<file path="src/rtl/cnn_pkg.sv">
// Shared types and sizes for the CNN run sequencer: FSM state encoding,
// command mode encodings, BRAM port select and default array sizes.
package cnn_pkg;

    typedef enum logic [2:0] {
        S_IDLE      = 3'd0,
        S_LOAD_DATA = 3'd1,
        S_LOAD_KW   = 3'd2,
        S_LOAD_DW   = 3'd3,
        S_START     = 3'd4,
        S_WAIT_DONE = 3'd5,
        S_SETTLE    = 3'd6,
        S_REPORT    = 3'd7
    } state_t;

    typedef enum logic [1:0] {
        SEL_DATA = 2'd0,
        SEL_KW   = 2'd1,
        SEL_DW   = 2'd2
    } bram_sel_t;

    localparam logic [1:0] MODE_FULL  = 2'd0;
    localparam logic [1:0] MODE_DENSE = 2'd1;
    localparam logic [1:0] MODE_RUN   = 2'd2;
    localparam logic [1:0] MODE_RSVD  = 2'd3;

    localparam int DEF_N_DATA  = 8;
    localparam int DEF_N_KW    = 3;
    localparam int DEF_N_DW    = 18;
    localparam int DEF_TIMEOUT = 1024;

    function automatic int max2(input int a, input int b);
        return (a > b) ? a : b;
    endfunction

endpackage

</file>
<file path="src/rtl/cnn_run_sequencer_if.sv">
// Bundle of command, load, BRAM write, cnn_top and result signals around
// the run sequencer. slave = sequencer side, master = host/testbench side.
interface cnn_run_sequencer_if #(
    parameter int CONV_DATA_W    = 8,
    parameter int CONV_ADDR_W    = 4,
    parameter int DENSE_WEIGHT_W = 8,
    parameter int DENSE_ADDR_W   = 5
);
    logic                      cmd_valid;
    logic                      cmd_ready;
    logic [1:0]                cmd_mode;
    logic [1:0]                cmd_expected;
    logic                      ld_valid;
    logic                      ld_ready;
    logic [7:0]                ld_data;
    logic                      data_bram_wen;
    logic [CONV_ADDR_W-1:0]    data_bram_addr;
    logic [CONV_DATA_W-1:0]    data_bram_din;
    logic                      weight_bram_wen;
    logic [CONV_ADDR_W-1:0]    weight_bram_addr;
    logic [CONV_DATA_W-1:0]    weight_bram_din;
    logic                      dense_w_bram_wen;
    logic [DENSE_ADDR_W-1:0]   dense_w_bram_addr;
    logic [DENSE_WEIGHT_W-1:0] dense_w_bram_din;
    logic                      cnn_start;
    logic                      cnn_done;
    logic [1:0]                cnn_class;
    logic                      busy;
    logic                      result_valid;
    logic [1:0]                result_class;
    logic                      result_pass;
    logic                      result_timeout;

    modport slave (
        input  cmd_valid, cmd_mode, cmd_expected, ld_valid, ld_data, cnn_done, cnn_class,
        output cmd_ready, ld_ready,
        output data_bram_wen, data_bram_addr, data_bram_din,
        output weight_bram_wen, weight_bram_addr, weight_bram_din,
        output dense_w_bram_wen, dense_w_bram_addr, dense_w_bram_din,
        output cnn_start, busy, result_valid, result_class, result_pass, result_timeout
    );

    modport master (
        output cmd_valid, cmd_mode, cmd_expected, ld_valid, ld_data, cnn_done, cnn_class,
        input  cmd_ready, ld_ready,
        input  data_bram_wen, data_bram_addr, data_bram_din,
        input  weight_bram_wen, weight_bram_addr, weight_bram_din,
        input  dense_w_bram_wen, dense_w_bram_addr, dense_w_bram_din,
        input  cnn_start, busy, result_valid, result_class, result_pass, result_timeout
    );

endinterface

</file>
<file path="src/rtl/cnn_bram_load_mux.sv">
// Registers one load beat (strobe, address, data) and steers the one-cycle
// write strobe to the selected BRAM port. Address/data are shared by all
// three ports; only the strobe is port specific.
module cnn_bram_load_mux
    import cnn_pkg::*;
#(
    parameter int CONV_DATA_W    = 8,
    parameter int CONV_ADDR_W    = 4,
    parameter int DENSE_WEIGHT_W = 8,
    parameter int DENSE_ADDR_W   = 5,
    parameter int IDX_W          = 5
) (
    input  logic                      clk,
    input  logic                      rst,
    input  logic                      i_wr,
    input  bram_sel_t                 i_sel,
    input  logic [IDX_W-1:0]          i_addr,
    input  logic [7:0]                i_data,
    output logic                      o_data_wen,
    output logic [CONV_ADDR_W-1:0]    o_data_addr,
    output logic [CONV_DATA_W-1:0]    o_data_din,
    output logic                      o_kw_wen,
    output logic [CONV_ADDR_W-1:0]    o_kw_addr,
    output logic [CONV_DATA_W-1:0]    o_kw_din,
    output logic                      o_dw_wen,
    output logic [DENSE_ADDR_W-1:0]   o_dw_addr,
    output logic [DENSE_WEIGHT_W-1:0] o_dw_din
);
    localparam int ADR_W = max2(IDX_W, max2(CONV_ADDR_W, DENSE_ADDR_W));
    localparam int DIN_W = max2(8, max2(CONV_DATA_W, DENSE_WEIGHT_W));

    logic             r_wen_data;
    logic             r_wen_kw;
    logic             r_wen_dw;
    logic [ADR_W-1:0] r_addr;
    logic [DIN_W-1:0] r_din;

    // Capture an accepted beat; strobe lasts exactly one cycle, addr/din hold.
    always_ff @(posedge clk) begin
        if (rst) begin
            r_wen_data <= 1'b0;
            r_wen_kw   <= 1'b0;
            r_wen_dw   <= 1'b0;
            r_addr     <= '0;
            r_din      <= '0;
        end else begin
            r_wen_data <= i_wr && (i_sel == SEL_DATA);
            r_wen_kw   <= i_wr && (i_sel == SEL_KW);
            r_wen_dw   <= i_wr && (i_sel == SEL_DW);
            if (i_wr) begin
                r_addr <= ADR_W'(i_addr);
                r_din  <= DIN_W'(i_data);
            end
        end
    end

    assign o_data_wen  = r_wen_data;
    assign o_data_addr = r_addr[CONV_ADDR_W-1:0];
    assign o_data_din  = r_din[CONV_DATA_W-1:0];
    assign o_kw_wen    = r_wen_kw;
    assign o_kw_addr   = r_addr[CONV_ADDR_W-1:0];
    assign o_kw_din    = r_din[CONV_DATA_W-1:0];
    assign o_dw_wen    = r_wen_dw;
    assign o_dw_addr   = r_addr[DENSE_ADDR_W-1:0];
    assign o_dw_din    = r_din[DENSE_WEIGHT_W-1:0];

endmodule

</file>
<file path="src/rtl/cnn_run_sequencer.sv">
// Run sequencer for cnn_top: accepts a command, streams load words into the
// conv data / conv kernel / dense weight BRAMs, pulses cnn_start, waits for
// done (with timeout) and reports the captured class.
module cnn_run_sequencer
    import cnn_pkg::*;
#(
    parameter int CONV_DATA_W    = 8,
    parameter int CONV_ADDR_W    = 4,
    parameter int DENSE_WEIGHT_W = 8,
    parameter int DENSE_ADDR_W   = 5,
    parameter int N_DATA         = DEF_N_DATA,
    parameter int N_KW           = DEF_N_KW,
    parameter int N_DW           = DEF_N_DW,
    parameter int TIMEOUT        = DEF_TIMEOUT
) (
    input  logic               clk,
    input  logic               rst,
    cnn_run_sequencer_if.slave bus
);
    localparam int IDX_W = max2(CONV_ADDR_W, DENSE_ADDR_W);
    localparam int CNT_W = $clog2(TIMEOUT + 1);

    state_t           r_state;
    state_t           w_next;
    logic [IDX_W-1:0] r_idx;
    logic [CNT_W-1:0] r_cnt;
    logic             r_drain;
    logic [1:0]       r_exp;
    logic [1:0]       r_class;
    logic             r_pass;
    logic             r_timeout;

    logic             w_cmd_ready;
    logic             w_ld_ready;
    logic             w_start;
    logic             w_busy;
    logic             w_res_valid;
    logic             w_last;
    bram_sel_t        w_sel;
    logic             w_cmd_hs;
    logic             w_ld_hs;
    logic             w_timeout;

    assign w_cmd_hs  = w_cmd_ready && bus.cmd_valid;
    assign w_ld_hs   = w_ld_ready && bus.ld_valid;
    assign w_timeout = (r_cnt == CNT_W'(TIMEOUT - 1));

    // State register.
    always_ff @(posedge clk) begin
        if (rst) r_state <= S_IDLE;
        else     r_state <= w_next;
    end

    // Next-state logic. LOAD_DW lingers one drain cycle after its last beat so
    // the final write strobe completes before START.
    always_comb begin
        w_next = r_state;
        unique case (r_state)
            S_IDLE: begin
                if (bus.cmd_valid) begin
                    if (bus.cmd_mode == MODE_FULL)       w_next = S_LOAD_DATA;
                    else if (bus.cmd_mode == MODE_DENSE) w_next = S_LOAD_DW;
                    else if (bus.cmd_mode == MODE_RUN)   w_next = S_START;
                    else                                 w_next = S_REPORT;
                end
            end
            S_LOAD_DATA: if (w_ld_hs && w_last) w_next = S_LOAD_KW;
            S_LOAD_KW:   if (w_ld_hs && w_last) w_next = S_LOAD_DW;
            S_LOAD_DW:   if (r_drain) w_next = S_START;
            S_START:     w_next = S_WAIT_DONE;
            S_WAIT_DONE: begin
                if (bus.cnn_done)   w_next = S_SETTLE;
                else if (w_timeout) w_next = S_REPORT;
            end
            S_SETTLE:    w_next = S_REPORT;
            S_REPORT:    w_next = S_IDLE;
            default:     w_next = S_IDLE;
        endcase
    end

    // State-decoded outputs, port select and last-beat detection.
    always_comb begin
        w_cmd_ready = 1'b0;
        w_ld_ready  = 1'b0;
        w_start     = 1'b0;
        w_busy      = 1'b1;
        w_res_valid = 1'b0;
        w_last      = 1'b0;
        w_sel       = SEL_DATA;
        unique case (r_state)
            S_IDLE: begin
                w_cmd_ready = 1'b1;
                w_busy      = 1'b0;
            end
            S_LOAD_DATA: begin
                w_ld_ready = 1'b1;
                w_sel      = SEL_DATA;
                w_last     = (r_idx == IDX_W'(N_DATA - 1));
            end
            S_LOAD_KW: begin
                w_ld_ready = 1'b1;
                w_sel      = SEL_KW;
                w_last     = (r_idx == IDX_W'(N_KW - 1));
            end
            S_LOAD_DW: begin
                w_ld_ready = !r_drain;
                w_sel      = SEL_DW;
                w_last     = (r_idx == IDX_W'(N_DW - 1));
            end
            S_START:  w_start     = 1'b1;
            S_REPORT: w_res_valid = 1'b1;
            default:  w_busy      = 1'b1;
        endcase
    end

    // Beat index, done-wait counter, latched command and result registers.
    always_ff @(posedge clk) begin
        if (rst) begin
            r_idx     <= '0;
            r_cnt     <= '0;
            r_drain   <= 1'b0;
            r_exp     <= 2'd0;
            r_class   <= 2'd0;
            r_pass    <= 1'b0;
            r_timeout <= 1'b0;
        end else begin
            if (w_cmd_hs) begin
                r_exp <= bus.cmd_expected;
                if (bus.cmd_mode == MODE_RSVD) begin
                    r_class   <= 2'd0;
                    r_pass    <= 1'b0;
                    r_timeout <= 1'b0;
                end
            end
            if (w_ld_hs) begin
                r_idx <= w_last ? '0 : r_idx + 1'b1;
                if (w_last && r_state == S_LOAD_DW) r_drain <= 1'b1;
            end
            if (r_state == S_LOAD_DW && r_drain) r_drain <= 1'b0;
            r_cnt <= (r_state == S_WAIT_DONE) ? r_cnt + 1'b1 : '0;
            if (r_state == S_WAIT_DONE && !bus.cnn_done && w_timeout) begin
                r_class   <= 2'd0;
                r_pass    <= 1'b0;
                r_timeout <= 1'b1;
            end
            if (r_state == S_SETTLE) begin
                r_class   <= bus.cnn_class;
                r_pass    <= (bus.cnn_class == r_exp);
                r_timeout <= 1'b0;
            end
        end
    end

    cnn_bram_load_mux #(
        .CONV_DATA_W    (CONV_DATA_W),
        .CONV_ADDR_W    (CONV_ADDR_W),
        .DENSE_WEIGHT_W (DENSE_WEIGHT_W),
        .DENSE_ADDR_W   (DENSE_ADDR_W),
        .IDX_W          (IDX_W)
    ) u_load_mux (
        .clk         (clk),
        .rst         (rst),
        .i_wr        (w_ld_hs),
        .i_sel       (w_sel),
        .i_addr      (r_idx),
        .i_data      (bus.ld_data),
        .o_data_wen  (bus.data_bram_wen),
        .o_data_addr (bus.data_bram_addr),
        .o_data_din  (bus.data_bram_din),
        .o_kw_wen    (bus.weight_bram_wen),
        .o_kw_addr   (bus.weight_bram_addr),
        .o_kw_din    (bus.weight_bram_din),
        .o_dw_wen    (bus.dense_w_bram_wen),
        .o_dw_addr   (bus.dense_w_bram_addr),
        .o_dw_din    (bus.dense_w_bram_din)
    );

    assign bus.cmd_ready      = w_cmd_ready;
    assign bus.ld_ready       = w_ld_ready;
    assign bus.cnn_start      = w_start;
    assign bus.busy           = w_busy;
    assign bus.result_valid   = w_res_valid;
    assign bus.result_class   = r_class;
    assign bus.result_pass    = r_pass;
    assign bus.result_timeout = r_timeout;

endmodule

</file>
<file path="src/flat_wrapper.sv">
// flat-port wrapper written by rule: the top's interface ports become plain ports
module cnn_run_sequencer_flat import cnn_pkg::*;
#(
    parameter int CONV_DATA_W    = 8,
    parameter int CONV_ADDR_W    = 4,
    parameter int DENSE_WEIGHT_W = 8,
    parameter int DENSE_ADDR_W   = 5,
    parameter int N_DATA         = DEF_N_DATA,
    parameter int N_KW           = DEF_N_KW,
    parameter int N_DW           = DEF_N_DW,
    parameter int TIMEOUT        = DEF_TIMEOUT
)
  (clk, rst, bus_cmd_valid, bus_cmd_mode, bus_cmd_expected, bus_ld_valid, bus_ld_data, bus_cnn_done, bus_cnn_class, bus_cmd_ready, bus_ld_ready, bus_data_bram_wen, bus_data_bram_addr, bus_data_bram_din, bus_weight_bram_wen, bus_weight_bram_addr, bus_weight_bram_din, bus_dense_w_bram_wen, bus_dense_w_bram_addr, bus_dense_w_bram_din, bus_cnn_start, bus_busy, bus_result_valid, bus_result_class, bus_result_pass, bus_result_timeout);
  cnn_run_sequencer_if #(.CONV_DATA_W(CONV_DATA_W), .CONV_ADDR_W(CONV_ADDR_W), .DENSE_WEIGHT_W(DENSE_WEIGHT_W), .DENSE_ADDR_W(DENSE_ADDR_W)) bus_i ();
  input  logic clk;
  input  logic rst;
  input wire logic [$bits(bus_i.cmd_valid)-1:0] bus_cmd_valid;
  input wire logic [$bits(bus_i.cmd_mode)-1:0] bus_cmd_mode;
  input wire logic [$bits(bus_i.cmd_expected)-1:0] bus_cmd_expected;
  input wire logic [$bits(bus_i.ld_valid)-1:0] bus_ld_valid;
  input wire logic [$bits(bus_i.ld_data)-1:0] bus_ld_data;
  input wire logic [$bits(bus_i.cnn_done)-1:0] bus_cnn_done;
  input wire logic [$bits(bus_i.cnn_class)-1:0] bus_cnn_class;
  output wire logic [$bits(bus_i.cmd_ready)-1:0] bus_cmd_ready;
  output wire logic [$bits(bus_i.ld_ready)-1:0] bus_ld_ready;
  output wire logic [$bits(bus_i.data_bram_wen)-1:0] bus_data_bram_wen;
  output wire logic [$bits(bus_i.data_bram_addr)-1:0] bus_data_bram_addr;
  output wire logic [$bits(bus_i.data_bram_din)-1:0] bus_data_bram_din;
  output wire logic [$bits(bus_i.weight_bram_wen)-1:0] bus_weight_bram_wen;
  output wire logic [$bits(bus_i.weight_bram_addr)-1:0] bus_weight_bram_addr;
  output wire logic [$bits(bus_i.weight_bram_din)-1:0] bus_weight_bram_din;
  output wire logic [$bits(bus_i.dense_w_bram_wen)-1:0] bus_dense_w_bram_wen;
  output wire logic [$bits(bus_i.dense_w_bram_addr)-1:0] bus_dense_w_bram_addr;
  output wire logic [$bits(bus_i.dense_w_bram_din)-1:0] bus_dense_w_bram_din;
  output wire logic [$bits(bus_i.cnn_start)-1:0] bus_cnn_start;
  output wire logic [$bits(bus_i.busy)-1:0] bus_busy;
  output wire logic [$bits(bus_i.result_valid)-1:0] bus_result_valid;
  output wire logic [$bits(bus_i.result_class)-1:0] bus_result_class;
  output wire logic [$bits(bus_i.result_pass)-1:0] bus_result_pass;
  output wire logic [$bits(bus_i.result_timeout)-1:0] bus_result_timeout;
  assign bus_i.cmd_valid = bus_cmd_valid;
  assign bus_i.cmd_mode = bus_cmd_mode;
  assign bus_i.cmd_expected = bus_cmd_expected;
  assign bus_i.ld_valid = bus_ld_valid;
  assign bus_i.ld_data = bus_ld_data;
  assign bus_i.cnn_done = bus_cnn_done;
  assign bus_i.cnn_class = bus_cnn_class;
  assign bus_cmd_ready = bus_i.cmd_ready;
  assign bus_ld_ready = bus_i.ld_ready;
  assign bus_data_bram_wen = bus_i.data_bram_wen;
  assign bus_data_bram_addr = bus_i.data_bram_addr;
  assign bus_data_bram_din = bus_i.data_bram_din;
  assign bus_weight_bram_wen = bus_i.weight_bram_wen;
  assign bus_weight_bram_addr = bus_i.weight_bram_addr;
  assign bus_weight_bram_din = bus_i.weight_bram_din;
  assign bus_dense_w_bram_wen = bus_i.dense_w_bram_wen;
  assign bus_dense_w_bram_addr = bus_i.dense_w_bram_addr;
  assign bus_dense_w_bram_din = bus_i.dense_w_bram_din;
  assign bus_cnn_start = bus_i.cnn_start;
  assign bus_busy = bus_i.busy;
  assign bus_result_valid = bus_i.result_valid;
  assign bus_result_class = bus_i.result_class;
  assign bus_result_pass = bus_i.result_pass;
  assign bus_result_timeout = bus_i.result_timeout;
  cnn_run_sequencer #(.CONV_DATA_W(CONV_DATA_W), .CONV_ADDR_W(CONV_ADDR_W), .DENSE_WEIGHT_W(DENSE_WEIGHT_W), .DENSE_ADDR_W(DENSE_ADDR_W), .N_DATA(N_DATA), .N_KW(N_KW), .N_DW(N_DW), .TIMEOUT(TIMEOUT)) u_core (.clk(clk), .rst(rst), .bus(bus_i));
endmodule
</file>
<file path="config.mk">
export PLATFORM = sky130hd
export DESIGN_NAME = cnn_run_sequencer_flat
export DESIGN_NICKNAME = d
export VERILOG_FILES = /design/src/rtl/cnn_pkg.sv /design/src/rtl/cnn_run_sequencer_if.sv /design/src/rtl/cnn_bram_load_mux.sv /design/src/rtl/cnn_run_sequencer.sv /design/src/flat_wrapper.sv
export SDC_FILE = /design/constraint.sdc
export NUM_CORES = 1
export LEC_CHECK = 0
export CORE_UTILIZATION = 41
export DETAILED_ROUTE_END_ITERATION = 7
export PLACE_DENSITY_LB_ADDON = 0.3
export SLEW_MARGIN = 20
export SYNTH_ARGS = -nofsm -noshare
export SYNTH_HDL_FRONTEND = slang
export SYNTH_HIERARCHICAL = 1
export SYNTH_SLANG_ARGS = --single-unit
</file>
<file path="constraint.sdc">
create_clock -name clk -period 1.75 [get_ports clk]
set_input_delay 0.2625 -clock clk [delete_from_list [all_inputs] [get_ports clk]]
set_output_delay 0.2625 -clock clk [all_outputs]
set_load 0.02 [all_outputs]
</file>
After elaboration in Yosys (flattened, before gate mapping):

Cells that the tools add are included.

* register bits: 42
* bits of input ports: 19
* output and inout bits: 49
* word-level logic and storage cells: 92

* add/sub/neg operators: 2
* equality and inequality tests: 22
* muxes and demuxes: 27
* bitwise logic cells: 1
* reductions and logical operators: 27

Operator list (count)
* 3-bit two-way mux: 8
* 3-bit one-hot mux with 8 select lines: 1
* 3-bit == test, second input constant: 4
* 11-bit by 1-bit adder with 11-bit output, second input constant: 1
* 11-bit by 10-bit == test with 1-bit output, second input constant: 1
* 1-bit logical AND: 10
* 2-bit two-way mux: 5
* 1-bit two-way mux: 9
* 2-bit OR reduction: 4
* 2-bit == test, second input constant: 3
* 3-bit by 2-bit == test with 1-bit output, second input constant: 2
* 2-bit by 1-bit inequality test with 1-bit output, second input constant: 3
* 2-bit AND reduction: 3
* 3-bit nonzero test: 2
* 5-bit by 1-bit adder with 5-bit output, second input constant: 1
* 5-bit by 2-bit == test with 1-bit output, second input constant: 1
* 5-bit by 3-bit == test with 1-bit output, second input constant: 1
* 5-bit == test, second input constant: 1
* 5-bit two-way mux: 1
* 5-bit AND reduction: 1
* 2-bit by 1-bit == test with 1-bit output, second input constant: 2
* 2-bit logical NOT: 2
* 2-bit one-hot mux with 2 select lines: 1
* 2-bit nonzero test: 2
* other kinds (9): 10

Longest topological paths before layout:

Gate-level depths: netlist of run 1.

* depth in word-level cells: 7
* depth in mapped cells: 8
* mapped depth without buffers: 6

By module:

The synthesis of run 1 kept the hierarchy.

By module, submodules not included
* cnn_run_sequencer: times used 1, cells each 155, area each 1312.5 µm², seq. area each 520.5 µm²
* cnn_bram_load_mux: times used 1, cells each 72, area each 747.0 µm², seq. area each 320.3 µm²

Worst setup path before layout of run 1:

No wires, ideal clock.

* kind: register to register
* start point: register u_core.r_cnt[0]
* end point: register u_core.r_state[0]
* data arrival time: 1.771 ns
* required time: 1.629 ns
* path slack: -0.142 ns
* cell stages (with the launch flop): 7
* path buffers: 0
* cell sequence: dfxtp_1 > ha_1 > nand2_1 > or4_4 > a41oi_2 > o31ai_1 > mux2_4

* longest elaborated chain between the ends: 3

Ends and longest elaborated chain
* start: declaration: RTL line cnn_run_sequencer.sv:26 `logic [CNT_W-1:0] r_cnt;`
* start signal: assignment: RTL line cnn_run_sequencer.sv:140 `r_cnt <= (r_state == S_WAIT_DONE) ? r_cnt + 1'b1 : '0;`
* 11-bit by 10-bit == test with 1-bit output: RTL line cnn_run_sequencer.sv:46 `assign w_timeout = (r_cnt == CNT_W'(TIMEOUT - 1));`
* 3-bit by 2-bit inequality test with 1-bit output (no line)
* 5-bit AND reduction (no line)
* end signal: assignment: RTL line cnn_run_sequencer.sv:51 `else r_state <= w_next;`
* end: declaration: RTL line cnn_run_sequencer.sv:23 `state_t r_state;`

Every way passes these cells.
A chain may end at the register's enable or synchronous reset.

Final worst setup path of run 1:

* start point: register u_core.r_cnt[4]
* end point: register u_core.r_state[0]

The elaborated chain is that of the path after synthesis.

==> metrics.txt, run 1 <==
# TYPE chip_impl_metric gauge
chip_impl_metric{name="slew_violations",unit=""} 0
chip_impl_metric{name="cp_max_fo",unit=""} 2
chip_impl_metric{name="worst_slack",unit="ns"} 0.00883
chip_impl_metric{name="postSynthAreaPerCell",unit="um^2"} 9.07
chip_impl_metric{name="yosys_warnings",unit=""} 6
chip_impl_metric{name="detailed_place.area",unit="mm^2"} 0.00286
chip_impl_info{name="critPathCaptureType",value="register"} 1
chip_impl_info{name="startpoint_of_the_tightest_hold_check_path",value="u_core/r_exp[0]$_SDFFE_PP0P_"} 1
chip_impl_metric{name="postCtsSetupRepairBufs",unit=""} 0
chip_impl_metric{name="multi_input_comb_area",unit="um^2"} 986
chip_impl_metric{name="post-route-min-period",unit="ns"} 1.74
chip_impl_metric{name="comb_power_share",unit="%"} 40.5
chip_impl_metric{name="port_buffers",unit=""} 67
chip_impl_metric{name="number_of_global_route_vias_before_repair",unit=""} 1624
chip_impl_metric{name="finalHoldViolCount",unit=""} 0
chip_impl_metric{name="finalSetupTns",unit="ns"} 0
chip_impl_metric{name="cts_made_buffers",unit=""} 5
chip_impl_metric{name="grt_use_total",unit="%"} 16.8
chip_impl_metric{name="layout.cell_area.non_filler",unit="mm^2"} 0.00299
chip_impl_metric{name="htree_num_levels",unit=""} 2
chip_impl_metric{name="detail-route-antenna-nets",unit=""} 0
chip_impl_info{name="critPathKind",value="reg -> reg"} 1
chip_impl_metric{name="max_stage_delay",unit="ns"} 0.56
chip_impl_metric{name="avgViaCountPerCell",unit=""} 4.72
chip_impl_metric{name="antenna_found_initial",unit=""} 0
chip_impl_metric{name="die_span_y",unit="um"} 72.9
chip_impl_metric{name="ctsLongestPathBuffers",unit=""} 2
chip_impl_metric{name="clock-sinks",unit=""} 42
chip_impl_info{name="startpoint_type",value="register"} 1
chip_impl_metric{name="max_freq",unit="GHz"} 0.574
chip_impl_metric{name="vias",unit=""} 1747
chip_impl_metric{name="internal_power",unit="W"} 0.00235
chip_impl_metric{name="max_slew_headroom",unit="%"} 77.7
chip_impl_metric{name="post_drt_wl_per_cell",unit="um"} 11.4
chip_impl_info{name="synth.top_cells.by_area",value="sky130_fd_sc_hd__dfxtp_1, sky130_fd_sc_hd__buf_4, sky130_fd_sc_hd__mux2i_1, sky130_fd_sc_hd__nor2_1, sky130_fd_sc_hd__xnor2_1"} 1
chip_impl_metric{name="flow.area_growth_from_synthesis",unit="%"} 45.3
chip_impl_metric{name="power_leakage",unit="nW"} 1.12
chip_impl_metric{name="drt_first_iter_violations",unit=""} 62
chip_impl_metric{name="dp_cells",unit=""} 362
chip_impl_metric{name="fill_cells",unit=""} 449
chip_impl_metric{name="netlist.area_leader.share",unit="%"} 40.8
chip_impl_metric{name="dieWidth",unit="um"} 72.9
chip_impl_metric{name="seq_area_frac_synth",unit="%"} 40.8
chip_impl_metric{name="core_area",unit="mm^2"} 0.00479
chip_impl_metric{name="post_cts_hold_buffer_count",unit=""} 0
chip_impl_metric{name="num_rows",unit=""} 25
chip_impl_info{name="worst_min_delay_path_class",value="reg -> reg"} 1
chip_impl_metric{name="share_seq_of_total_power",unit="%"} 33.2
chip_impl_metric{name="fin_skew",unit="ns"} 0.00792
chip_impl_metric{name="count_of_mapped_cells_out_of_synthesis",unit=""} 227
chip_impl_metric{name="synth_area",unit="mm^2"} 0.00206
chip_impl_metric{name="io_pins",unit=""} 68
chip_impl_metric{name="grt_overflow_total",unit=""} 0
chip_impl_info{name="synthMostInstantiatedCell",value="sky130_fd_sc_hd__dfxtp_1"} 1
chip_impl_metric{name="grt_pass1_wl",unit="um"} 6980
chip_impl_metric{name="register_area",unit="um^2"} 848
chip_impl_metric{name="clkTransAtPathRegs",unit="ns"} 0.08
chip_impl_metric{name="layout.nets",unit=""} 323
chip_impl_metric{name="yosysUniqueCellTypes",unit=""} 45
chip_impl_metric{name="dpl.hpwl",unit="um"} 3160
chip_impl_metric{name="place.gp.congestion",unit=""} 0.821
chip_impl_metric{name="detailedPlace.worstSlack",unit="ns"} -0.0772
chip_impl_metric{name="total_power",unit="W"} 0.00348
chip_impl_metric{name="worst_pin_slew",unit="ns"} 0.333
chip_impl_metric{name="cp_data_arrival_time",unit="ns"} 1.93
chip_impl_metric{name="timing.critical_path.buf_inv",unit=""} 0
chip_impl_info{name="critical_path.cell_chain",value="nand3_2, or4_4, a41oi_2, o31ai_2, mux2_4"} 1
chip_impl_metric{name="totalWireLength",unit="um"} 4230
chip_impl_metric{name="power.share.switching",unit="%"} 32.4
chip_impl_metric{name="post_route_cells_drive_above_1_share",unit="%"} 20.8
chip_impl_metric{name="n_antenna_cell",unit=""} 0
chip_impl_metric{name="clock_insertion_delay_worst_skew",unit="ns"} 0.30
chip_impl_info{name="cpLargestDelayFamily",value="simple AND/OR/NAND/NOR gates"} 1
chip_impl_metric{name="synth.net_count",unit=""} 248
chip_impl_metric{name="initial_core_util",unit="%"} 43.0
chip_impl_metric{name="dieArea",unit="mm^2"} 0.00531
chip_impl_metric{name="post_layout_nonfiller_instances",unit=""} 370
chip_impl_metric{name="switching_power",unit="W"} 0.00113
chip_impl_info{name="synth_largest_area_cell",value="sky130_fd_sc_hd__dfxtp_1"} 1
chip_impl_metric{name="drv.max_cap_violation_count",unit=""} 0
chip_impl_metric{name="period_share",unit="%"} 99.5
chip_impl_metric{name="total_of_flip_flops_plus_latches_after_synthesis",unit=""} 42
chip_impl_info{name="crit_path_start",value="u_core/r_cnt[4]$_SDFF_PP0_"} 1
chip_impl_info{name="rsz_0062_raised_after_global_routing",value="yes"} 1
chip_impl_metric{name="largest_net_degree_at_the_start_of_global_routing",unit=""} 22
chip_impl_info{name="critPathSlowestCell",value="sky130_fd_sc_hd__or4_4"} 1
chip_impl_info{name="clockRootBuffer",value="sky130_fd_sc_hd__clkbuf_8"} 1
chip_impl_info{name="tritoncts",value="built"} 1
chip_impl_info{name="run_status",value="completed"} 1
chip_impl_metric{name="pwr_density_cell",unit="mW/mm^2"} 1160
chip_impl_metric{name="ir_worst_vdd",unit="mV"} 0.594
chip_impl_metric{name="synth-edff-count",unit=""} 0
chip_impl_metric{name="dr.pass1.iters",unit=""} 4
chip_impl_metric{name="asyncSetResetFlopFracSynth",unit="%"} 0
chip_impl_info{name="synth_common_cells",value="sky130_fd_sc_hd__dfxtp_1, sky130_fd_sc_hd__nor2_1, sky130_fd_sc_hd__buf_4, sky130_fd_sc_hd__nand2_1, sky130_fd_sc_hd__mux2i_1"} 1
chip_impl_info{name="reg2reg_from",value="u_core/r_cnt[4]$_SDFF_PP0_"} 1
chip_impl_info{name="ys.flop_type",value="sky130_fd_sc_hd__dfxtp_1"} 1
chip_impl_metric{name="power_share_of_the_clock_group",unit="%"} 26.3
chip_impl_metric{name="cp.required",unit="ns"} 1.94
chip_impl_metric{name="count_of_final_setup_violators",unit=""} 0
chip_impl_metric{name="detail_route.drc_violations",unit=""} 0
## layout by cell type, fill, tap and decap left out, types with 3 or more instances in the layout
cell type	n
sky130_fd_sc_hd__and3_1	4
sky130_fd_sc_hd__nand3b_1	3
sky130_fd_sc_hd__inv_1	5
sky130_fd_sc_hd__nor2b_1	4
sky130_fd_sc_hd__dfxtp_1	36
sky130_fd_sc_hd__buf_4	33
sky130_fd_sc_hd__dfxtp_2	6
sky130_fd_sc_hd__a21oi_1	6
sky130_fd_sc_hd__nand2_1	16
sky130_fd_sc_hd__or3_1	4
sky130_fd_sc_hd__clkdlybuf4s50_1	62
sky130_fd_sc_hd__nand3_1	6
sky130_fd_sc_hd__mux2i_1	15
sky130_fd_sc_hd__xnor2_1	9
sky130_fd_sc_hd__o21ai_0	6
sky130_fd_sc_hd__xor2_1	5
sky130_fd_sc_hd__nor2_1	35
sky130_fd_sc_hd__clkbuf_8	5
## final cells by class
type	count	area share, %
inverter	5	0.627
multi-input combinational	147	32.9
clock buffer	5	2.30
tap	67	2.80
clock inverter	3	2.30
timing repair buffer	101	30.7
sequential	42	28.3
## what timing repair did
item                       CTS  global route
resized for setup           16             5
setup endpoints to repair    6             7
pin swaps                    1             1
## sequential cells by signal, indices dropped and copies added (netlist names), 2 cells and up
signal / flops
u_core/r_exp: 2
u_core/r_state: 3
u_core/u_load_mux/o_dw_addr: 5
u_core/r_idx: 5
u_core/u_load_mux/o_data_din: 8
u_core/r_cnt: 11
u_core/bus.result_class: 2
## worst register-to-register path, cell delays in order, from the launching register on
cell	delay (ns)
sky130_fd_sc_hd__dfxtp_1	0.37
sky130_fd_sc_hd__nand3_2	0.09
sky130_fd_sc_hd__or4_4	0.56
sky130_fd_sc_hd__a41oi_2	0.20
sky130_fd_sc_hd__o31ai_2	0.12
sky130_fd_sc_hd__mux2_4	0.30
## stage by stage
step / hold WS (ns) / utilization [%]
after global placement: 0.464 / 59.8
final: 0.486 / 62.5
after global routing: 0.515 / 62.5
after CTS: 0.485 / 62.6
after floorplan: 0.335 / -
after detailed placement: 0.472 / 59.8
## power by group through the flow
stage / Sequential (W) / Combinational [W] / Clock [W]
2_1_floorplan: 0.00119 / 0.000860 / 0
6_report: 0.00115 / 0.00141 / 0.000917
4_1_cts: 0.00115 / 0.00142 / 0.000943
5_1_grt: 0.00117 / 0.00152 / 0.000975
3_3_place_gp: 0.00117 / 0.00144 / 0
3_5_place_dp: 0.00117 / 0.00145 / 0
## cells by family after synthesis
group,count (synthesis),share of synthesized area (%)
flops,42,40.8
compound gates,26,8.63
simple gates,89,22.6
fa+ha+maj,2,1.21
mux,16,8.02
buf+inv,38,12.8
xor+xnor,14,5.95
## metal layers
metal  GRT usage [%]  share of wire (%)  wire [um]
met2            29.3                 46       1930
met1            20.0                 47       2000
met3            3.87                5.7        241
met4            6.54                1.5         64
met5               0                  0          0
## worst paths after layout
| path | endpoint | slack [ns] | cells past startpoint |
|---|---|---|---|
| worst max-delay path | u_core/r_state[0]$_SDFFE_PP0P_ | 0.009 | 5 |
| worst min-delay path | u_core/r_exp[0]$_SDFFE_PP0P_ | 0.49 | 2 |
| worst max register to register | u_core/r_state[0]$_SDFFE_PP0P_ | 0.009 | 5 |
| worst min register to register | u_core/r_exp[0]$_SDFFE_PP0P_ | 0.49 | 2 |
(Power assumes the default switching activity.)
==> run 2: changes to the inputs <==
ABC_AREA = 0   (was unset)
CORE_MARGIN = 3   (was unset)
MAX_ROUTING_LAYER = met4   (was unset)
==> run 2 against run 1 <==
  * The run now ends with negative setup slack left
  * Clock skew down 0.0034 ns
  * Maximum frequency down 2.2%
  * Hold slack worse by 0.0055 ns
  * Die area grew 11%
  * Worst setup slack got worse by 0.039 ns
  * Combinational power is essentially flat
  * Non-clock buffer count up 1
  * Clock-buffer cell count rose by 2
  * Total power shrank 8.0%
  * Utilization decreased by 0.65 points
  * Largest power group unchanged
==> metrics.txt, run 2 (same netlist as run 1, synthesis figures left out) <==
# TYPE chip_impl_metric gauge
chip_impl_info{name="clockRootBuffer",value="sky130_fd_sc_hd__clkbuf_8"} 1
chip_impl_metric{name="cp.required",unit="ns"} 1.92
chip_impl_info{name="top_usage_layer",value="met2"} 1
chip_impl_metric{name="clock-sinks",unit=""} 42
chip_impl_metric{name="core_area",unit="mm^2"} 0.00479
chip_impl_metric{name="finalHoldViolCount",unit=""} 0
chip_impl_metric{name="ctsLongestPathBuffers",unit=""} 2
chip_impl_metric{name="period_share",unit="%"} 102
chip_impl_metric{name="worst_pin_slew",unit="ns"} 0.410
chip_impl_metric{name="global_route.usage.met1",unit="%"} 17.8
chip_impl_metric{name="flow.area_growth_from_synthesis",unit="%"} 43.8
chip_impl_info{name="layout.cells.most_common",value="sky130_fd_sc_hd__clkdlybuf4s50_1"} 1
chip_impl_info{name="run_status",value="complete, but fails checks"} 1
chip_impl_metric{name="dr.pass1.iters",unit=""} 4
chip_impl_info{name="failed_checks",value="negative setup slack"} 1
chip_impl_metric{name="grt_use_total",unit="%"} 15.3
chip_impl_metric{name="vias",unit=""} 1793
chip_impl_metric{name="antenna_found_initial",unit=""} 0
chip_impl_info{name="most-common-layout-cells",value="sky130_fd_sc_hd__clkdlybuf4s50_1, sky130_fd_sc_hd__dfxtp_1, sky130_fd_sc_hd__nor2_1"} 1
chip_impl_metric{name="dieArea",unit="mm^2"} 0.00591
chip_impl_metric{name="largest_net_degree_at_the_start_of_global_routing",unit=""} 22
chip_impl_metric{name="cp_data_arrival_time",unit="ns"} 1.96
chip_impl_metric{name="slew_violations",unit=""} 0
chip_impl_metric{name="post_layout_nonfiller_instances",unit=""} 371
chip_impl_metric{name="global_route_met2_utilization",unit="%"} 25.8
chip_impl_metric{name="port_buffers",unit=""} 67
chip_impl_metric{name="place.gp.congestion",unit=""} 0.839
chip_impl_metric{name="dp_cells",unit=""} 362
chip_impl_metric{name="number_of_global_route_vias_before_repair",unit=""} 1738
chip_impl_metric{name="worst_slack",unit="ns"} -0.0305
chip_impl_info{name="startpoint_type",value="register"} 1
chip_impl_metric{name="detail-route-antenna-nets",unit=""} 0
chip_impl_metric{name="clkTransAtPathRegs",unit="ns"} 0.07
chip_impl_metric{name="initial_core_util",unit="%"} 43.0
chip_impl_metric{name="grt_pass1_wl",unit="um"} 7420
chip_impl_metric{name="drt_first_iter_violations",unit=""} 51
chip_impl_metric{name="grt_overflow_total",unit=""} 0
chip_impl_metric{name="drv.max_cap_violation_count",unit=""} 0
chip_impl_info{name="critPathKind",value="reg -> reg"} 1
chip_impl_metric{name="fin_skew",unit="ns"} 0.00449
chip_impl_metric{name="max_slew_headroom",unit="%"} 72.6
chip_impl_metric{name="totalWireLength",unit="um"} 4310
chip_impl_metric{name="detail_route.drc_violations",unit=""} 0
chip_impl_metric{name="layout.nets",unit=""} 324
chip_impl_metric{name="layout.cell_area.non_filler",unit="mm^2"} 0.00296
chip_impl_metric{name="use_met3",unit="%"} 4.23
chip_impl_metric{name="power_leakage",unit="nW"} 1.12
chip_impl_metric{name="largest_register_ffs",unit=""} 11
chip_impl_metric{name="io_pins",unit=""} 68
chip_impl_metric{name="cp_max_fo",unit=""} 11
chip_impl_metric{name="cts_made_buffers",unit=""} 5
chip_impl_metric{name="detailed_place.area",unit="mm^2"} 0.00286
chip_impl_metric{name="avgViaCountPerCell",unit=""} 4.83
chip_impl_metric{name="pwr_density_cell",unit="mW/mm^2"} 1080
chip_impl_info{name="critPathCaptureType",value="register"} 1
chip_impl_metric{name="n_antenna_cell",unit=""} 0
chip_impl_metric{name="dieWidth",unit="um"} 76.9
chip_impl_metric{name="count_of_final_setup_violators",unit=""} 1
chip_impl_metric{name="num_rows",unit=""} 25
chip_impl_metric{name="post_route_hold_slack",unit="ns"} 0.480
chip_impl_metric{name="post_drt_wl_per_cell",unit="um"} 11.6
chip_impl_info{name="max_flop_register",value="u_core/r_cnt"} 1
chip_impl_metric{name="fill_cells",unit=""} 428
chip_impl_info{name="critPathSlowestCell",value="sky130_fd_sc_hd__dfxtp_2"} 1
chip_impl_metric{name="finalSetupTns",unit="ns"} -0.0305
chip_impl_metric{name="dpl.hpwl",unit="um"} 3250
chip_impl_metric{name="htree_num_levels",unit=""} 2
chip_impl_info{name="worst_min_delay_path_class",value="reg -> reg"} 1
chip_impl_metric{name="post_route_cells_drive_above_1_share",unit="%"} 21.1
chip_impl_metric{name="clock_insertion_delay_worst_skew",unit="ns"} 0.29
chip_impl_metric{name="die_span_y",unit="um"} 76.9
chip_impl_metric{name="ir_worst_vdd",unit="mV"} 0.587
chip_impl_metric{name="max_stage_delay",unit="ns"} 0.46
chip_impl_info{name="rsz_0062_raised_after_global_routing",value="yes"} 1
chip_impl_info{name="tritoncts",value="built"} 1
chip_impl_metric{name="max_freq",unit="GHz"} 0.562
chip_impl_info{name="critical_path.cell_chain",value="nand3b_1, o21ai_0, nor4b_2, o31ai_2, mux2_4"} 1
chip_impl_metric{name="post-route-min-period",unit="ns"} 1.78
## run 2: worst paths after layout
kind | slack [ns] | cells after the start | startpoint | end
worst min-delay path | 0.48 | 2 | u_core/r_exp[0]$_SDFFE_PP0P_ | u_core/r_exp[0]$_SDFFE_PP0P_
worst max register to register | -0.03 | 5 | u_core/r_state[2]$_SDFFE_PP0P_ | u_core/r_state[0]$_SDFFE_PP0P_
worst max-delay path | -0.03 | 5 | u_core/r_state[2]$_SDFFE_PP0P_ | u_core/r_state[0]$_SDFFE_PP0P_
worst min register to register | 0.48 | 2 | u_core/r_exp[0]$_SDFFE_PP0P_ | u_core/r_exp[0]$_SDFFE_PP0P_
## run 2: report_power, final
part | total, W | switching [W] | internal [W]
Clock | 0.000622 | 0.000304 | 0.000318
Sequential | 0.00116 | 0.000111 | 0.00105
Combinational | 0.00142 | 0.000670 | 0.000745
## run 2: worst max-delay path: cells and delay by family (launching register included)
| family | cells | cell delay [ns] |
|---|---|---|
| simple gates | 2 | 0.63 |
| mux | 1 | 0.30 |
| flops | 1 | 0.46 |
| compound gates | 2 | 0.27 |
## run 2: cell type report
class                      count  area (um^2)  area share, %
sequential                    42          851           28.7
timing repair buffer         102          928           31.3
clock buffer                   7         86.3           2.92
inverter                       5         18.8          0.634
clock inverter                 1         5.00          0.169
tap                           67         83.8           2.83
multi-input combinational    147          988           33.4
## run 2: per-layer routing
layer	vias up	routed length, um	share of wire [%]
li1	904	-	-
met1	827	1980	46
met2	56	2010	47
met3	6	275	6.4
met4	0	40	0.93
met5	-	0	0
## run 2: stage by stage
step | setup slack [ns] | total power [W] | util (%)
2_1_floorplan | 0.0120 | 0.00205 | -
3_3_place_gp | -0.0638 | 0.00260 | 59.8
3_5_place_dp | -0.103 | 0.00262 | 59.8
4_1_cts | -0.0222 | 0.00325 | 61.9
5_1_grt | -0.105 | 0.00339 | 61.9
6_report | -0.0305 | 0.00320 | 61.9
## run 2: timing repair
item,CTS,global route
endpoints found under the setup margin,12,11
hold buffers,0,0
gates resized for setup,17,6
hold endpoints to repair,0,0
buffers inserted,0,1
pin swaps,0,1
